--- config.mk ---
export PLATFORM = sky130hd
export DESIGN_NAME = multicycle_control_fsm_flat
export DESIGN_NICKNAME = d
export VERILOG_FILES = /design/src/rtl/multicycle_control_fsm_if.sv /design/src/rtl/multicycle_control_fsm.sv /design/src/flat_wrapper.sv
export SDC_FILE = /design/constraint.sdc
export NUM_CORES = 1
export LEC_CHECK = 0
export ABC_CLOCK_PERIOD_IN_PS = 1400
export CAP_MARGIN = 5
export CORE_MARGIN = 1.5
export CORE_UTILIZATION = 27
export CTS_CLUSTER_DIAMETER = 50
export CTS_CLUSTER_SIZE = 24
export DETAILED_ROUTE_END_ITERATION = 8
export DONT_BUFFER_PORTS = 1
export GPL_ROUTABILITY_DRIVEN = 0
export GPL_TIMING_DRIVEN = 0
export HOLD_SLACK_MARGIN = 0.02
export PLACE_DENSITY = 0.38
export SYNTH_ARGS = -nofsm -noshare
export SYNTH_HDL_FRONTEND = slang
export SYNTH_SLANG_ARGS = --single-unit
--- constraint.sdc ---
create_clock -name clk -period 1.4 [get_ports clk]
set_input_delay 0.07 -clock clk [delete_from_list [all_inputs] [get_ports clk]]
set_output_delay 0.07 -clock clk [all_outputs]
set_load 0.02 [all_outputs]
--- src/rtl/multicycle_control_fsm_if.sv ---
// Bundle between the instruction register/datapath and the multicycle control unit.
// The master modport belongs to the control unit, which drives every select/enable line.
interface multicycle_control_fsm_if;
    logic [6:0] op;
    logic [2:0] funct3;
    logic       funct7b5;
    logic       zero;
    logic       PCWrite;
    logic       AdrSrc;
    logic       MemWrite;
    logic       IRWrite;
    logic [1:0] ResultSrc;
    logic [1:0] ALUSrcA;
    logic [1:0] ALUSrcB;
    logic [1:0] ImmSrc;
    logic [2:0] ALUControl;
    logic       RegWrite;
    logic       illegal_instr;

    modport master (
        input  op, funct3, funct7b5, zero,
        output PCWrite, AdrSrc, MemWrite, IRWrite, ResultSrc, ALUSrcA, ALUSrcB,
               ImmSrc, ALUControl, RegWrite, illegal_instr
    );

    modport slave (
        output op, funct3, funct7b5, zero,
        input  PCWrite, AdrSrc, MemWrite, IRWrite, ResultSrc, ALUSrcA, ALUSrcB,
               ImmSrc, ALUControl, RegWrite, illegal_instr
    );
endinterface

--- src/rtl/multicycle_control_fsm.sv ---
// Multicycle RV32I-subset control unit: Moore state machine plus ALU/immediate decode.
module multicycle_control_fsm #(
    parameter int STATE_W = 4
) (
    input  logic                        clk,
    input  logic                        reset,
    multicycle_control_fsm_if.master    bus
);
    localparam logic [STATE_W-1:0] S_FETCH    = STATE_W'(0);
    localparam logic [STATE_W-1:0] S_DECODE   = STATE_W'(1);
    localparam logic [STATE_W-1:0] S_MEMADR   = STATE_W'(2);
    localparam logic [STATE_W-1:0] S_MEMREAD  = STATE_W'(3);
    localparam logic [STATE_W-1:0] S_MEMWB    = STATE_W'(4);
    localparam logic [STATE_W-1:0] S_MEMWRITE = STATE_W'(5);
    localparam logic [STATE_W-1:0] S_EXECR    = STATE_W'(6);
    localparam logic [STATE_W-1:0] S_EXECI    = STATE_W'(7);
    localparam logic [STATE_W-1:0] S_JAL      = STATE_W'(8);
    localparam logic [STATE_W-1:0] S_ALUWB    = STATE_W'(9);
    localparam logic [STATE_W-1:0] S_BEQ      = STATE_W'(10);

    localparam logic [6:0] OP_LW  = 7'b0000011;
    localparam logic [6:0] OP_SW  = 7'b0100011;
    localparam logic [6:0] OP_R   = 7'b0110011;
    localparam logic [6:0] OP_I   = 7'b0010011;
    localparam logic [6:0] OP_BEQ = 7'b1100011;
    localparam logic [6:0] OP_JAL = 7'b1101111;

    logic [STATE_W-1:0] state_q, state_d;
    logic [1:0] alu_op;
    logic       pc_update, branch, mem_write, ir_write, reg_write;
    logic       adr_src;
    logic [1:0] result_src, src_a, src_b;
    logic       ill_dec, ill_alu;
    logic [2:0] alu_ctl;
    logic [1:0] imm_src;

    // State register; reset always lands in FETCH.
    always_ff @(posedge clk) begin
        if (reset) state_q <= S_FETCH;
        else       state_q <= state_d;
    end

    // Next-state and Moore outputs; anything not set by a state stays 0.
    always_comb begin
        state_d    = S_FETCH;
        alu_op     = 2'b00;
        pc_update  = 1'b0;
        branch     = 1'b0;
        mem_write  = 1'b0;
        ir_write   = 1'b0;
        reg_write  = 1'b0;
        adr_src    = 1'b0;
        result_src = 2'b00;
        src_a      = 2'b00;
        src_b      = 2'b00;
        ill_dec    = 1'b0;
        case (state_q)
            S_FETCH: begin
                ir_write   = 1'b1;
                src_b      = 2'b10;
                result_src = 2'b10;
                pc_update  = 1'b1;
                state_d    = S_DECODE;
            end
            S_DECODE: begin
                src_a = 2'b01;
                src_b = 2'b01;
                case (bus.op)
                    OP_LW, OP_SW: state_d = S_MEMADR;
                    OP_R:         state_d = S_EXECR;
                    OP_I:         state_d = S_EXECI;
                    OP_JAL:       state_d = S_JAL;
                    OP_BEQ:       state_d = S_BEQ;
                    default: begin
                        state_d = S_FETCH;
                        ill_dec = 1'b1;
                    end
                endcase
            end
            S_MEMADR: begin
                src_a = 2'b10;
                src_b = 2'b01;
                if (bus.op == OP_LW)      state_d = S_MEMREAD;
                else if (bus.op == OP_SW) state_d = S_MEMWRITE;
                else                      state_d = S_FETCH;
            end
            S_MEMREAD: begin
                adr_src = 1'b1;
                state_d = S_MEMWB;
            end
            S_MEMWB: begin
                result_src = 2'b01;
                reg_write  = 1'b1;
            end
            S_MEMWRITE: begin
                adr_src   = 1'b1;
                mem_write = 1'b1;
            end
            S_EXECR: begin
                src_a   = 2'b10;
                alu_op  = 2'b10;
                state_d = S_ALUWB;
            end
            S_EXECI: begin
                src_a   = 2'b10;
                src_b   = 2'b01;
                alu_op  = 2'b10;
                state_d = S_ALUWB;
            end
            S_JAL: begin
                src_a     = 2'b01;
                src_b     = 2'b10;
                pc_update = 1'b1;
                state_d   = S_ALUWB;
            end
            S_ALUWB: reg_write = 1'b1;
            S_BEQ: begin
                src_a  = 2'b10;
                alu_op = 2'b01;
                branch = 1'b1;
            end
            default: state_d = S_FETCH;
        endcase
    end

    // ALU operation decode; unsupported funct3 flags illegal but still completes as add.
    always_comb begin
        alu_ctl = 3'b000;
        ill_alu = 1'b0;
        case (alu_op)
            2'b01: alu_ctl = 3'b001;
            2'b10: begin
                case (bus.funct3)
                    3'b000:  alu_ctl = (bus.op[5] & bus.funct7b5) ? 3'b001 : 3'b000;
                    3'b010:  alu_ctl = 3'b101;
                    3'b110:  alu_ctl = 3'b011;
                    3'b111:  alu_ctl = 3'b010;
                    default: ill_alu = 1'b1;
                endcase
            end
            default: alu_ctl = 3'b000;
        endcase
    end

    // Immediate format select from opcode.
    always_comb begin
        case (bus.op)
            OP_SW:   imm_src = 2'b01;
            OP_BEQ:  imm_src = 2'b10;
            OP_JAL:  imm_src = 2'b11;
            default: imm_src = 2'b00;
        endcase
    end

    // Reset masks every side-effecting enable, even mid-instruction.
    assign bus.PCWrite       = ~reset & (pc_update | (branch & bus.zero));
    assign bus.MemWrite      = ~reset & mem_write;
    assign bus.IRWrite       = ~reset & ir_write;
    assign bus.RegWrite      = ~reset & reg_write;
    assign bus.illegal_instr = ~reset & (ill_dec | ill_alu);
    assign bus.AdrSrc        = adr_src;
    assign bus.ResultSrc     = result_src;
    assign bus.ALUSrcA       = src_a;
    assign bus.ALUSrcB       = src_b;
    assign bus.ImmSrc        = imm_src;
    assign bus.ALUControl    = alu_ctl;
endmodule

--- src/flat_wrapper.sv ---
// flat-port wrapper written by rule: the top's interface ports become plain ports
module multicycle_control_fsm_flat 
#(
    parameter int STATE_W = 4
)
  (clk, reset, bus_op, bus_funct3, bus_funct7b5, bus_zero, bus_PCWrite, bus_AdrSrc, bus_MemWrite, bus_IRWrite, bus_ResultSrc, bus_ALUSrcA, bus_ALUSrcB, bus_ImmSrc, bus_ALUControl, bus_RegWrite, bus_illegal_instr);
  multicycle_control_fsm_if bus_i ();
  input  logic clk;
  input  logic reset;
  input wire logic [$bits(bus_i.op)-1:0] bus_op;
  input wire logic [$bits(bus_i.funct3)-1:0] bus_funct3;
  input wire logic [$bits(bus_i.funct7b5)-1:0] bus_funct7b5;
  input wire logic [$bits(bus_i.zero)-1:0] bus_zero;
  output wire logic [$bits(bus_i.PCWrite)-1:0] bus_PCWrite;
  output wire logic [$bits(bus_i.AdrSrc)-1:0] bus_AdrSrc;
  output wire logic [$bits(bus_i.MemWrite)-1:0] bus_MemWrite;
  output wire logic [$bits(bus_i.IRWrite)-1:0] bus_IRWrite;
  output wire logic [$bits(bus_i.ResultSrc)-1:0] bus_ResultSrc;
  output wire logic [$bits(bus_i.ALUSrcA)-1:0] bus_ALUSrcA;
  output wire logic [$bits(bus_i.ALUSrcB)-1:0] bus_ALUSrcB;
  output wire logic [$bits(bus_i.ImmSrc)-1:0] bus_ImmSrc;
  output wire logic [$bits(bus_i.ALUControl)-1:0] bus_ALUControl;
  output wire logic [$bits(bus_i.RegWrite)-1:0] bus_RegWrite;
  output wire logic [$bits(bus_i.illegal_instr)-1:0] bus_illegal_instr;
  assign bus_i.op = bus_op;
  assign bus_i.funct3 = bus_funct3;
  assign bus_i.funct7b5 = bus_funct7b5;
  assign bus_i.zero = bus_zero;
  assign bus_PCWrite = bus_i.PCWrite;
  assign bus_AdrSrc = bus_i.AdrSrc;
  assign bus_MemWrite = bus_i.MemWrite;
  assign bus_IRWrite = bus_i.IRWrite;
  assign bus_ResultSrc = bus_i.ResultSrc;
  assign bus_ALUSrcA = bus_i.ALUSrcA;
  assign bus_ALUSrcB = bus_i.ALUSrcB;
  assign bus_ImmSrc = bus_i.ImmSrc;
  assign bus_ALUControl = bus_i.ALUControl;
  assign bus_RegWrite = bus_i.RegWrite;
  assign bus_illegal_instr = bus_i.illegal_instr;
  multicycle_control_fsm #(.STATE_W(STATE_W)) u_core (.clk(clk), .reset(reset), .bus(bus_i));
endmodule
# --- Yosys cells after proc, flatten, opt, wreduce, memory -nomap -nowiden ---
# Cells that the tools add are included.
totals:
  ff_bits: 4
  in_bits: 14
  out_inout_bits: 17
  elab_cells: 67
op_classes:
  eq_ne: 21
  muxes: 22
  bitwise_logic: 10
  n_reduce_logical: 13
op_table:
  columns: ["operator", "count"]
  rows:
  - ["4-bit case mux with 5 select lines", 2]
  - ["4-bit by 3-bit equality test with 1-bit output (second input constant)", 4]
  - ["2-bit case mux with 2 select lines", 4]
  - ["7-bit by 6-bit equality test with 1-bit output (second input constant)", 2]
  - ["7-bit equality test (second input constant)", 2]
  - ["4-bit equality test (second input constant)", 3]
  - ["3-bit case mux with 4 select lines", 1]
  - ["2-bit OR reduction", 6]
  - ["1-bit two-way mux", 11]
  - ["4-bit by 2-bit equality test with 1-bit output (second input constant)", 2]
  - ["4-bit OR reduction", 2]
  - ["1-bit bitwise AND", 7]
  - ["7-bit by 2-bit equality test with 1-bit output (second input constant)", 1]
  - ["7-bit by 5-bit equality test with 1-bit output (second input constant)", 1]
  - ["3-bit equality test (second input constant)", 2]
  - ["2-bit case mux with 3 select lines", 1]
  - ["3-bit case mux with 2 select lines", 1]
  - ["3-bit OR reduction", 2]
  - ["6-bit OR reduction", 1]
  - ["4-bit by 1-bit equality test with 1-bit output (second input constant)", 1]
  - ["4-bit logical NOT", 1]
  - ["4-bit two-way mux", 1]
  - ["3-bit by 2-bit equality test with 1-bit output (second input constant)", 1]
  - ["3-bit logical NOT", 1]
  - ["other kinds (5)", 6]

# --- Longest topological paths before layout ---
# Gate-level depths: netlist (run 1).
depth:
  word_depth: 7
  mapped_depth: 7
  mapped_depth_nobuf: 6

# --- Worst setup path after synthesis (run 1) ---
# OpenSTA, ideal clock, no wires.
synth_path:
  path_type: "reg-to-output"
  from: "reg u_core.state_q[3]"
  to: "out bus_ALUControl[1]"
  arrival_ps: 1707
  required_time_ps: 1330
  path_slack_ps: -377
  stages_incl_launch_ff: 6
  n_path_buf: 1
  path_cell_list: "dfxtp_1 buf_6 nor2b_1 nor3b_1 ha_1 nor3_1"
synth_between:
  elab_chain_len: 5
  word_cells_on_any_way: 8
  classes_between: "eq/ne (5); mux (2); reduce/logical (1)"
synth_lines:
  columns: ["element", "line", "rtl"]
  rows:
  - ["start, declared", "multicycle_control_fsm.sv:28", "logic [STATE_W-1:0] state_q, state_d;"]
  - ["start signal, assigned", "multicycle_control_fsm.sv:40", "else state_q <= state_d;"]
  - ["4-bit by 3-bit equality test with 1-bit output", "multicycle_control_fsm.sv:57", "case (state_q)"]
  - ["2-bit OR reduction (no line)", null, null]
  - ["2-bit case mux with 2 select lines (*)", "multicycle_control_fsm.sv:57", null]
  - ["2-bit equality test / 2-bit by 1-bit equality test with 1-bit output (equally long branches)", "multicycle_control_fsm.sv:130", "case (alu_op)"]
  - ["3-bit case mux with 2 select lines (*)", "multicycle_control_fsm.sv:130", null]
  - ["end, declared", "flat_wrapper.sv:22", "output wire logic [$bits(bus_i.ALUControl)-1:0] bus_ALUControl;"]
# Mark *: on every way between the ends. The rest lies on a longest branch, timed or not.

# --- Worst setup path in the final report (run 1) ---
# Ends and elaborated chain as after synthesis.

==> impl_metrics.py, run 1 <==
metrics = {
    "clocking": {
        "path_clk_slew_ns": 0.04,
        "htreeDepth": 1,
        "cts_root_buf": "clkbuf_4",
        "cts_buffers": 3,
        "clock_latency_ns": 0.23,
        "cts.sinks": 4,
        "cts_tree": "yes",
        "clock_path_buffers": 2,
    },
    "worst_hold_path": {
        "whs_endpoint": "u_core.state_q[2]$_SDFF_PP0_",
        "hold_class": "primary input to register",
        "hold_start": "reset",
        "hold_depth": 2,
    },
    "job": {
        "maxCapViolCount": 0,
    },
    "final_layout": {
        "syn2layout_area_growth_pct": 73.9,
        "fill_cells": 204,
        "final_cell_mix": "a21oi_1 (7), buf_4 (7), buf_6 (5), nor2_1 (5), inv_1 (5)",
        "largest_reg_flops": 4,
        "diodes": 0,
        "fin_util_pct": 50.5,
        "nets": 118,
        "drive_gt1_share_pct": 53.0,
        "reg_top3": "u_core.state_q: 4 flops",
        "regMostFlops": "u_core.state_q",
        "design_area_um2": 1000,
    },
    "logic_synthesis": {
        "netlist.area_leader.share_pct": 13.9,
        "synth_seq_area_share_pct": 13.9,
        "netlist_instances": 88,
        "synth-simple-area-share_pct": 43.7,
        "synthMuxAreaShare_pct": 0,
        "syn_area_per_cell_um2": 6.54,
        "syn_area_um2": 576,
        "synth_nets": 104,
        "synth_warnings": 0,
        "synth-seq-cells": 4,
        "synthAdderAreaFrac_pct": 4.35,
        "synth_compound_area_share_pct": 22.2,
        "netlist.top_cell.by_area": "dfxtp_1",
        "synth_top_family_by_area": "simple AND/OR/NAND/NOR gates",
        "synth.area.top_cells": "dfxtp_1 (14%), nor3_1 (8.7%), a21oi_1 (7.8%)",
        "ys_types": 34,
        "synth-xor-area-share_pct": 4.57,
    },
    "floorplanning": {
        "core_area_um2": 1980,
        "fp.dieArea_um2": 2420,
        "die_x_um": 49.2,
        "pin_count": 31,
        "start_util_pct": 29.0,
        "die_h_um": 49.2,
        "rows": 16,
    },
    "placed_design": {
        "place_area_um2": 713,
        "port_buffers": 0,
        "dp_hpwl_um": 1360,
    },
    "setup_path": {
        "worst-path-buf-inv": 0,
        "startpoint_type": "register",
        "reg2reg_slack_ns": 0.05,
        "cp.depth": 4,
        "critPathKind": "register to output pin",
        "slowest_stage": "dfxtp_4",
        "critPathMaxStageDelay_ns": 0.36,
        "crit_fanout": 5,
        "reg2reg_from": "u_core.state_q[3]$_SDFF_PP0_",
        "rr_worst_depth": 3,
        "cp_cell_sequence": "nor2b_4 -> nor3b_4 -> ha_4 -> nor3_4",
        "r2r_end": "u_core.state_q[3]$_SDFF_PP0_",
        "cp_top_family": "simple AND/OR/NAND/NOR gates",
        "cp.required_ns": 1.33,
        "critPathArrivalTime_ns": 1.55,
        "worstSetupEndpointType": "output pin",
    },
    "grt": {
        "grtUsageTotal_pct": 16.4,
        "grt_pass1_wl_um": 3110,
        "grt_max_degree": 11,
        "antenna_found_initial": 0,
        "first_global_vias": 674,
        "grt_overflow_total": 0,
    },
    "route": {
        "drcViolationCount": 0,
        "drt-initial-drc-count": 8,
        "drt-wirelength-per-cell_um": 15.2,
        "vias": 677,
        "totalWireLength_um": 1930,
        "dr.pass1.iters": 3,
        "vias_per_cell": 5.33,
        "ant_nets": 0,
    },
    "timing": {
        "fin_skew_ns": 0.00148,
        "fin_crit_sh_pct": 116,
        "worst_pin_slew_ns": 0.462,
        "rsz0062_at_grt": "yes",
        "finalCriticalPeriod_ns": 1.62,
        "max_freq_ghz": 0.615,
        "setup_slack_ns": -0.225,
        "setup_violations": 6,
        "slew_violations": 0,
        "maxSlewHeadroom_pct": 69.3,
        "hold_viol": 0,
    },
    "status": {
        "outcome": "finished with violations",
        "violations": "negative setup slack",
    },
    "power": {
        "vdd_ir_drop_max_v": 0.000399,
        "p_leak_nw": 0.349,
        "power.density_nw_per_um2": 457,
    },
}
[per-layer routing]
| layer | up-vias | wire length [um] | global-route usage, % |
|---|---|---|---|
| li1 | 348 | - | - |
| met1 | 314 | 903 | 20.5 |
| met2 | 15 | 969 | 28.2 |
| met3 | 0 | 58 | 3.68 |
| met4 | 0 | 0 | 4.29 |
| met5 | - | 0 | 0 |
[repair_timing]
action | CTS | global route
endpoints found under the setup margin | 16 | 13
gates resized for setup | 29 | 16
hold endpoints to repair | 3 | 0
buffers inserted | 7 | 3
hold buffers | 2 | 0
pin swaps | 12 | 12
[cells in the mapped netlist, drive strengths merged]
cell and n:
a31oi 4, a211oi 1, o31ai 1, o32ai 1, nor3 10, nand4 1, or3 2, or2 3
xor2 1, o22ai 1, o311a 1, nor3b 2, a21oi 9, nor4b 1, inv 8, ha 2
nor2 9, or4b 1, or2b 1, nand3 4, nand2b 2, dfxtp 4, buf 6, a31o 1
nand4bb 1, nor4 1, xnor2 2, nor2b 3, nand2 4, o2111ai 1
[where the power goes]
group,switching [W],total [W],internal (W)
logic,0.000116,0.000201,0.0000851
clock network,0.0000418,0.000137,0.0000955
registers,0.00000227,0.000119,0.000117
total,0.000160,0.000457,0.000298
[layout make-up]
| cell class | count | area (um^2) | area share [%] |
|---|---|---|---|
| Multi-Input combinational cell | 70 | 676 | 67.5 |
| Timing Repair Buffer | 11 | 95.1 | 9.50 |
| Sequential cell | 4 | 85.1 | 8.50 |
| Buffer | 4 | 53.8 | 5.38 |
| Inverter | 8 | 35.0 | 3.50 |
| Tap cell | 27 | 33.8 | 3.38 |
| Clock buffer | 3 | 22.5 | 2.25 |
[how the worst max path moves through the flow]
stage	startpoint	to	slack (ns)
floorplan	u_core.state_q[2]$_SDFF_PP0_	bus_AdrSrc	-0.04
global route	u_core.state_q[1]$_SDFF_PP0_	bus_ALUControl[1]	-0.30
CTS	u_core.state_q[3]$_SDFF_PP0_	bus_ALUControl[1]	-0.28
global placement	u_core.state_q[2]$_SDFF_PP0_	bus_AdrSrc	-0.19
finish	u_core.state_q[3]$_SDFF_PP0_	bus_ALUControl[1]	-0.22
detailed placement	u_core.state_q[2]$_SDFF_PP0_	bus_AdrSrc	-0.19
[stage by stage]
step	hold WS (ns)	std cells	setup TNS [ns]	power (W)	setup slack [ns]
2_1_floorplan	0.166	88	-0.0691	0.000246	-0.0382
3_3_place_gp	0.171	115	-1.20	0.000265	-0.193
3_5_place_dp	0.176	115	-1.21	0.000266	-0.194
4_1_cts	0.0329	126	-1.74	0.000454	-0.284
5_1_grt	0.0567	127	-1.42	0.000487	-0.303
6_report	0.0639	127	-1.05	0.000457	-0.225
[cells by family (layout without fill, tap and decap cells)]
logic type | Yosys count | in the layout
adder cells (fa/ha/maj) | 2 | 2
buffers and inverters | 14 | 26
XOR/XNOR | 3 | 3
AND/OR/NAND/NOR | 45 | 45
flip-flops | 4 | 4
AO/OA/AOI/OAI | 20 | 20
No activity file was read; power rests on OpenSTA's default activity.
==> inputs of run 2 (changes only) <==
Settings changed: REMOVE_ABC_BUFFERS set to 1.
==> impl_metrics.py, run 2 (synthesized netlist as in run 1, its figures left out) <==
metrics = {
    "setup_path": {
        "critPathArrivalTime_ns": 1.62,
        "crit_fanout": 5,
        "cp.required_ns": 1.33,
        "worstSetupEndpointType": "output pin",
        "reg2reg_slack_ns": -0.10,
        "startpoint_type": "register",
        "rr_worst_depth": 5,
        "critPathKind": "register to output pin",
        "startpoint": "u_core.state_q[3]$_SDFF_PP0_",
        "r2r_end": "u_core.state_q[1]$_SDFF_PP0_",
        "reg2reg_from": "u_core.state_q[1]$_SDFF_PP0_",
    },
    "final_layout": {
        "largest_reg_flops": 4,
        "final_cell_mix": "buf_4 (9), nor2_1 (6), inv_1 (6), a21oi_1 (6), nor3_4 (5)",
        "layout.cells.non_filler": 128,
        "reg_top3": "u_core.state_q: 4 flops",
        "regMostFlops": "u_core.state_q",
        "diodes": 0,
        "nets": 119,
        "fin_util_pct": 50.6,
        "fill_cells": 186,
        "drive_gt1_share_pct": 51.5,
        "design_area_um2": 1000,
        "final_common_cell": "buf_4",
        "syn2layout_area_growth_pct": 74.3,
    },
    "timing": {
        "max_freq_ghz": 0.592,
        "rsz0062_at_grt": "yes",
        "hold_viol": 0,
        "fin_skew_ns": 0.00333,
        "holdWs_ns": 0.0333,
        "setup_violations": 12,
        "worst_pin_slew_ns": 0.885,
        "slew_violations": 0,
        "maxSlewHeadroom_pct": 40.4,
        "setup_slack_ns": -0.290,
        "finalCriticalPeriod_ns": 1.69,
        "fin_crit_sh_pct": 121,
    },
    "floorplanning": {
        "die_h_um": 49.2,
        "fp.dieArea_um2": 2420,
        "rows": 16,
        "pin_count": 31,
        "die_x_um": 49.2,
        "core_area_um2": 1980,
        "start_util_pct": 29.0,
    },
    "status": {
        "outcome": "finished with violations",
        "violations": "negative setup slack",
    },
    "clocking": {
        "htreeDepth": 1,
        "cts.sinks": 4,
        "cts_root_buf": "clkbuf_4",
        "path_clk_slew_ns": 0.04,
        "cts_tree": "yes",
        "clock_path_buffers": 2,
        "cts_buffers": 3,
        "clock_latency_ns": 0.24,
    },
    "route": {
        "drt-initial-drc-count": 7,
        "vias": 705,
        "dr.pass1.iters": 4,
        "vias_per_cell": 5.51,
        "ant_nets": 0,
        "totalWireLength_um": 1990,
        "met3_wirelength_um": 89,
        "wl_met2_um": 1060,
        "drcViolationCount": 0,
        "m1WireLength_um": 833,
        "drt-wirelength-per-cell_um": 15.5,
        "top_layer": "met3",
    },
    "grt": {
        "grt_pass1_wl_um": 3170,
        "grt_overflow_total": 0,
        "first_global_vias": 691,
        "antenna_found_initial": 0,
        "grtUsageTotal_pct": 16.6,
        "grt_max_degree": 20,
    },
    "power": {
        "vdd_ir_drop_max_v": 0.000517,
        "p_leak_nw": 0.344,
        "p_total_w": 0.000435,
        "power.density_nw_per_um2": 433,
    },
    "placed_design": {
        "port_buffers": 0,
        "place_area_um2": 574,
        "dp_hpwl_um": 1150,
        "placed_cells": 109,
    },
    "job": {
        "maxCapViolCount": 0,
    },
    "worst_hold_path": {
        "whs_endpoint": "u_core.state_q[2]$_SDFF_PP0_",
        "hold_start": "reset",
        "hold_class": "primary input to register",
        "hold_depth": 2,
    },
}
run 2: cell count changes in the layout (fill, tap and decap cells not counted), sizes merged:
cell         change
clkinvlp         +1
dlygate4sd3      +1
inv              -1
run 2: cell type report:
type | count | area [um^2] | area share, %
timing repair buffer | 16 | 143 | 14.2
inverter | 8 | 36.3 | 3.62
sequential | 4 | 95.1 | 9.48
tap | 27 | 33.8 | 3.37
multi-input combinational | 70 | 673 | 67.1
clock buffer | 3 | 22.5 | 2.24
run 2: power by group:
group          internal [W]  leakage (nW)  switching [W]
clock network     0.0000959        0.0138      0.0000478
logic             0.0000642         0.295      0.0000873
registers          0.000114        0.0355      0.0000254
run 2: critical path: stages, from the launching register on:
cell,delay (ns)
dfxtp_4,0.35
nand2b_4,0.15
or2_4,0.27
inv_4,0.07
ha_4,0.17
nand2_4,0.07
nor3_4,0.30
run 2: worst max path at each step:
stage,endpoint,slack [ns],cells after the start
after detailed placement,bus_ALUControl[1],-0.80,4
after CTS,bus_ALUControl[1],-0.26,6
after global placement,bus_ALUControl[2],-0.81,6
after floorplan,bus_ALUControl[1],-0.52,4
after global routing,bus_illegal_instr,-0.35,4
final,bus_ALUControl[1],-0.29,6
run 2: routing by layer:
metal,GRT usage [%],vias to the layer above
li1,-,345
met1,20.6,338
met2,28.6,22
met3,5.52,0
met4,1.90,0
met5,0,-
run 2: per-stage QoR:
step,TNS [ns],setup WS [ns]
2_1_floorplan,-1.77,-0.525
3_3_place_gp,-4.36,-0.813
3_5_place_dp,-4.38,-0.796
4_1_cts,-1.73,-0.265
5_1_grt,-2.67,-0.351
6_report,-1.69,-0.290
run 2: what timing repair did:
item | 4_1_cts | 5_1_grt
gates resized for setup | 49 | 11
endpoints found under the hold margin | 2 | 1
setup endpoints to repair | 18 | 15
pin swaps | 10 | 6
setup buffers | 10 | 3
hold buffers | 2 | 1
==> inputs of run 3 (changes only) <==
Settings changed: MAX_ROUTING_LAYER set to met4.
==> impl_metrics.py, run 3 (synthesized netlist as in run 1, its figures left out) <==
metrics = {
    "status": {
        "outcome": "finished with violations",
        "violations": "negative setup slack",
    },
    "final_layout": {
        "nets": 120,
        "design_area_um2": 1020,
        "reg_top3": "u_core.state_q: 4 flops",
        "syn2layout_area_growth_pct": 77.8,
        "fill_cells": 191,
        "final_cell_mix": "buf_4 (10), a21oi_1 (7), nor2_1 (6), inv_1 (6), nor3_4 (5)",
        "regMostFlops": "u_core.state_q",
        "drive_gt1_share_pct": 52.0,
        "final_common_cell": "buf_4",
        "diodes": 0,
        "largest_reg_flops": 4,
    },
    "power": {
        "power.density_nw_per_um2": 422,
        "p_total_w": 0.000432,
        "p_leak_nw": 0.343,
        "vdd_ir_drop_max_v": 0.000509,
    },
    "clocking": {
        "path_clk_slew_ns": 0.04,
        "cts_tree": "yes",
        "cts_buffers": 3,
        "clock_path_buffers": 2,
        "htreeDepth": 1,
        "cts.sinks": 4,
        "clock_latency_ns": 0.24,
        "cts_root_buf": "clkbuf_4",
    },
    "floorplanning": {
        "pin_count": 31,
        "die_x_um": 49.2,
        "start_util_pct": 29.0,
        "core_area_um2": 1980,
        "die_h_um": 49.2,
        "fp.dieArea_um2": 2420,
        "rows": 16,
    },
    "setup_path": {
        "crit_fanout": 7,
        "startpoint_type": "register",
        "critPathKind": "register to output pin",
        "cp.required_ns": 1.33,
        "critPathArrivalTime_ns": 1.62,
        "worstSetupEndpointType": "output pin",
    },
    "route": {
        "drt-wirelength-per-cell_um": 14.9,
        "drcViolationCount": 0,
        "ant_nets": 0,
        "drt-initial-drc-count": 2,
        "vias": 706,
        "vias_per_cell": 5.47,
        "dr.pass1.iters": 4,
        "totalWireLength_um": 1930,
    },
    "grt": {
        "grt_pass1_wl_um": 3180,
        "grtUsageTotal_pct": 17.2,
        "antenna_found_initial": 0,
        "grt_overflow_total": 0,
        "grt_max_degree": 20,
        "first_global_vias": 689,
    },
    "timing": {
        "worst_pin_slew_ns": 0.635,
        "maxSlewHeadroom_pct": 57.3,
        "rsz0062_at_grt": "yes",
        "finalCriticalPeriod_ns": 1.69,
        "setup_violations": 14,
        "setup_slack_ns": -0.286,
        "fin_skew_ns": 0.00391,
        "hold_viol": 0,
        "max_freq_ghz": 0.593,
        "fin_crit_sh_pct": 120,
        "slew_violations": 0,
    },
    "placed_design": {
        "dp_hpwl_um": 1150,
        "port_buffers": 0,
        "place_area_um2": 574,
    },
    "job": {
        "maxCapViolCount": 0,
    },
    "worst_hold_path": {
        "hold_class": "primary input to register",
    },
}
## run 3: changes by cell type in the layout (fill, tap and decap cells not counted), sizes merged
cell         previous run  this run
buf                    13        15
dlygate4sd3             3         2
## run 3: final timing paths
path / to / slack, ns / cells after the start / start
max reg2reg: u_core.state_q[1]$_SDFF_PP0_ / -0.07 / 6 / u_core.state_q[1]$_SDFF_PP0_
min reg2reg: u_core.state_q[2]$_SDFF_PP0_ / 0.58 / 2 / u_core.state_q[3]$_SDFF_PP0_
min: u_core.state_q[0]$_SDFF_PP0_ / 0.03 / 2 / reset
max: bus_ALUControl[1] / -0.29 / 6 / u_core.state_q[2]$_SDFF_PP0_
## run 3: metrics by stage
| stage | std cells | setup slack [ns] | TNS [ns] | hold WS [ns] | util, % |
|---|---|---|---|---|---|
| after floorplan | 82 | -0.525 | -1.77 | 0.168 | - |
| after global placement | 109 | -0.813 | -4.36 | 0.200 | 29.0 |
| after detailed placement | 109 | -0.796 | -4.38 | 0.195 | 29.0 |
| after CTS | 124 | -0.265 | -1.73 | 0.0206 | 45.9 |
| after global routing | 129 | -0.346 | -3.15 | 0.0238 | 51.6 |
| final | 129 | -0.286 | -2.18 | 0.0265 | 51.6 |
## run 3: metal layers
metal	GRT usage [%]	vias up	share of wire, %
met5	-	-	0
met1	20.7	336	41
met3	5.52	0	4.7
met4	1.90	0	0
met2	28.6	22	54
li1	-	348	-
## run 3: what timing repair did
action / CTS / global route
hold buffers: 2 / 0
buffers inserted: 10 / 5
setup endpoints to repair: 18 / 15
resized for setup: 49 / 11
endpoints found under the hold margin: 2 / 0
pin swaps: 10 / 8
## run 3: power by group
part	total (W)	internal [W]	switching [W]	leakage, nW
registers	0.000137	0.000114	0.0000231	0.0355
clock network	0.000144	0.0000959	0.0000480	0.0138
logic	0.000150	0.0000645	0.0000858	0.294
total	0.000432	0.000275	0.000157	0.343
## run 3: layout make-up
type                            instances  area, um^2  share of cell area [%]
Multi-Input combinational cell         70         667                    65.2
Timing Repair Buffer                   17         169                    16.5
Sequential cell                         4        95.1                    9.29
Inverter                                8        36.3                    3.55
Tap cell                               27        33.8                    3.30
Clock buffer                            3        22.5                    2.20
## run 3: critical path: stages (launching register included)
cell      delay [ns]
dfxtp_4         0.42
nand2b_4        0.07
or2_4           0.27
inv_4           0.07
ha_4            0.17
nand2_4         0.07
nor3_4          0.30
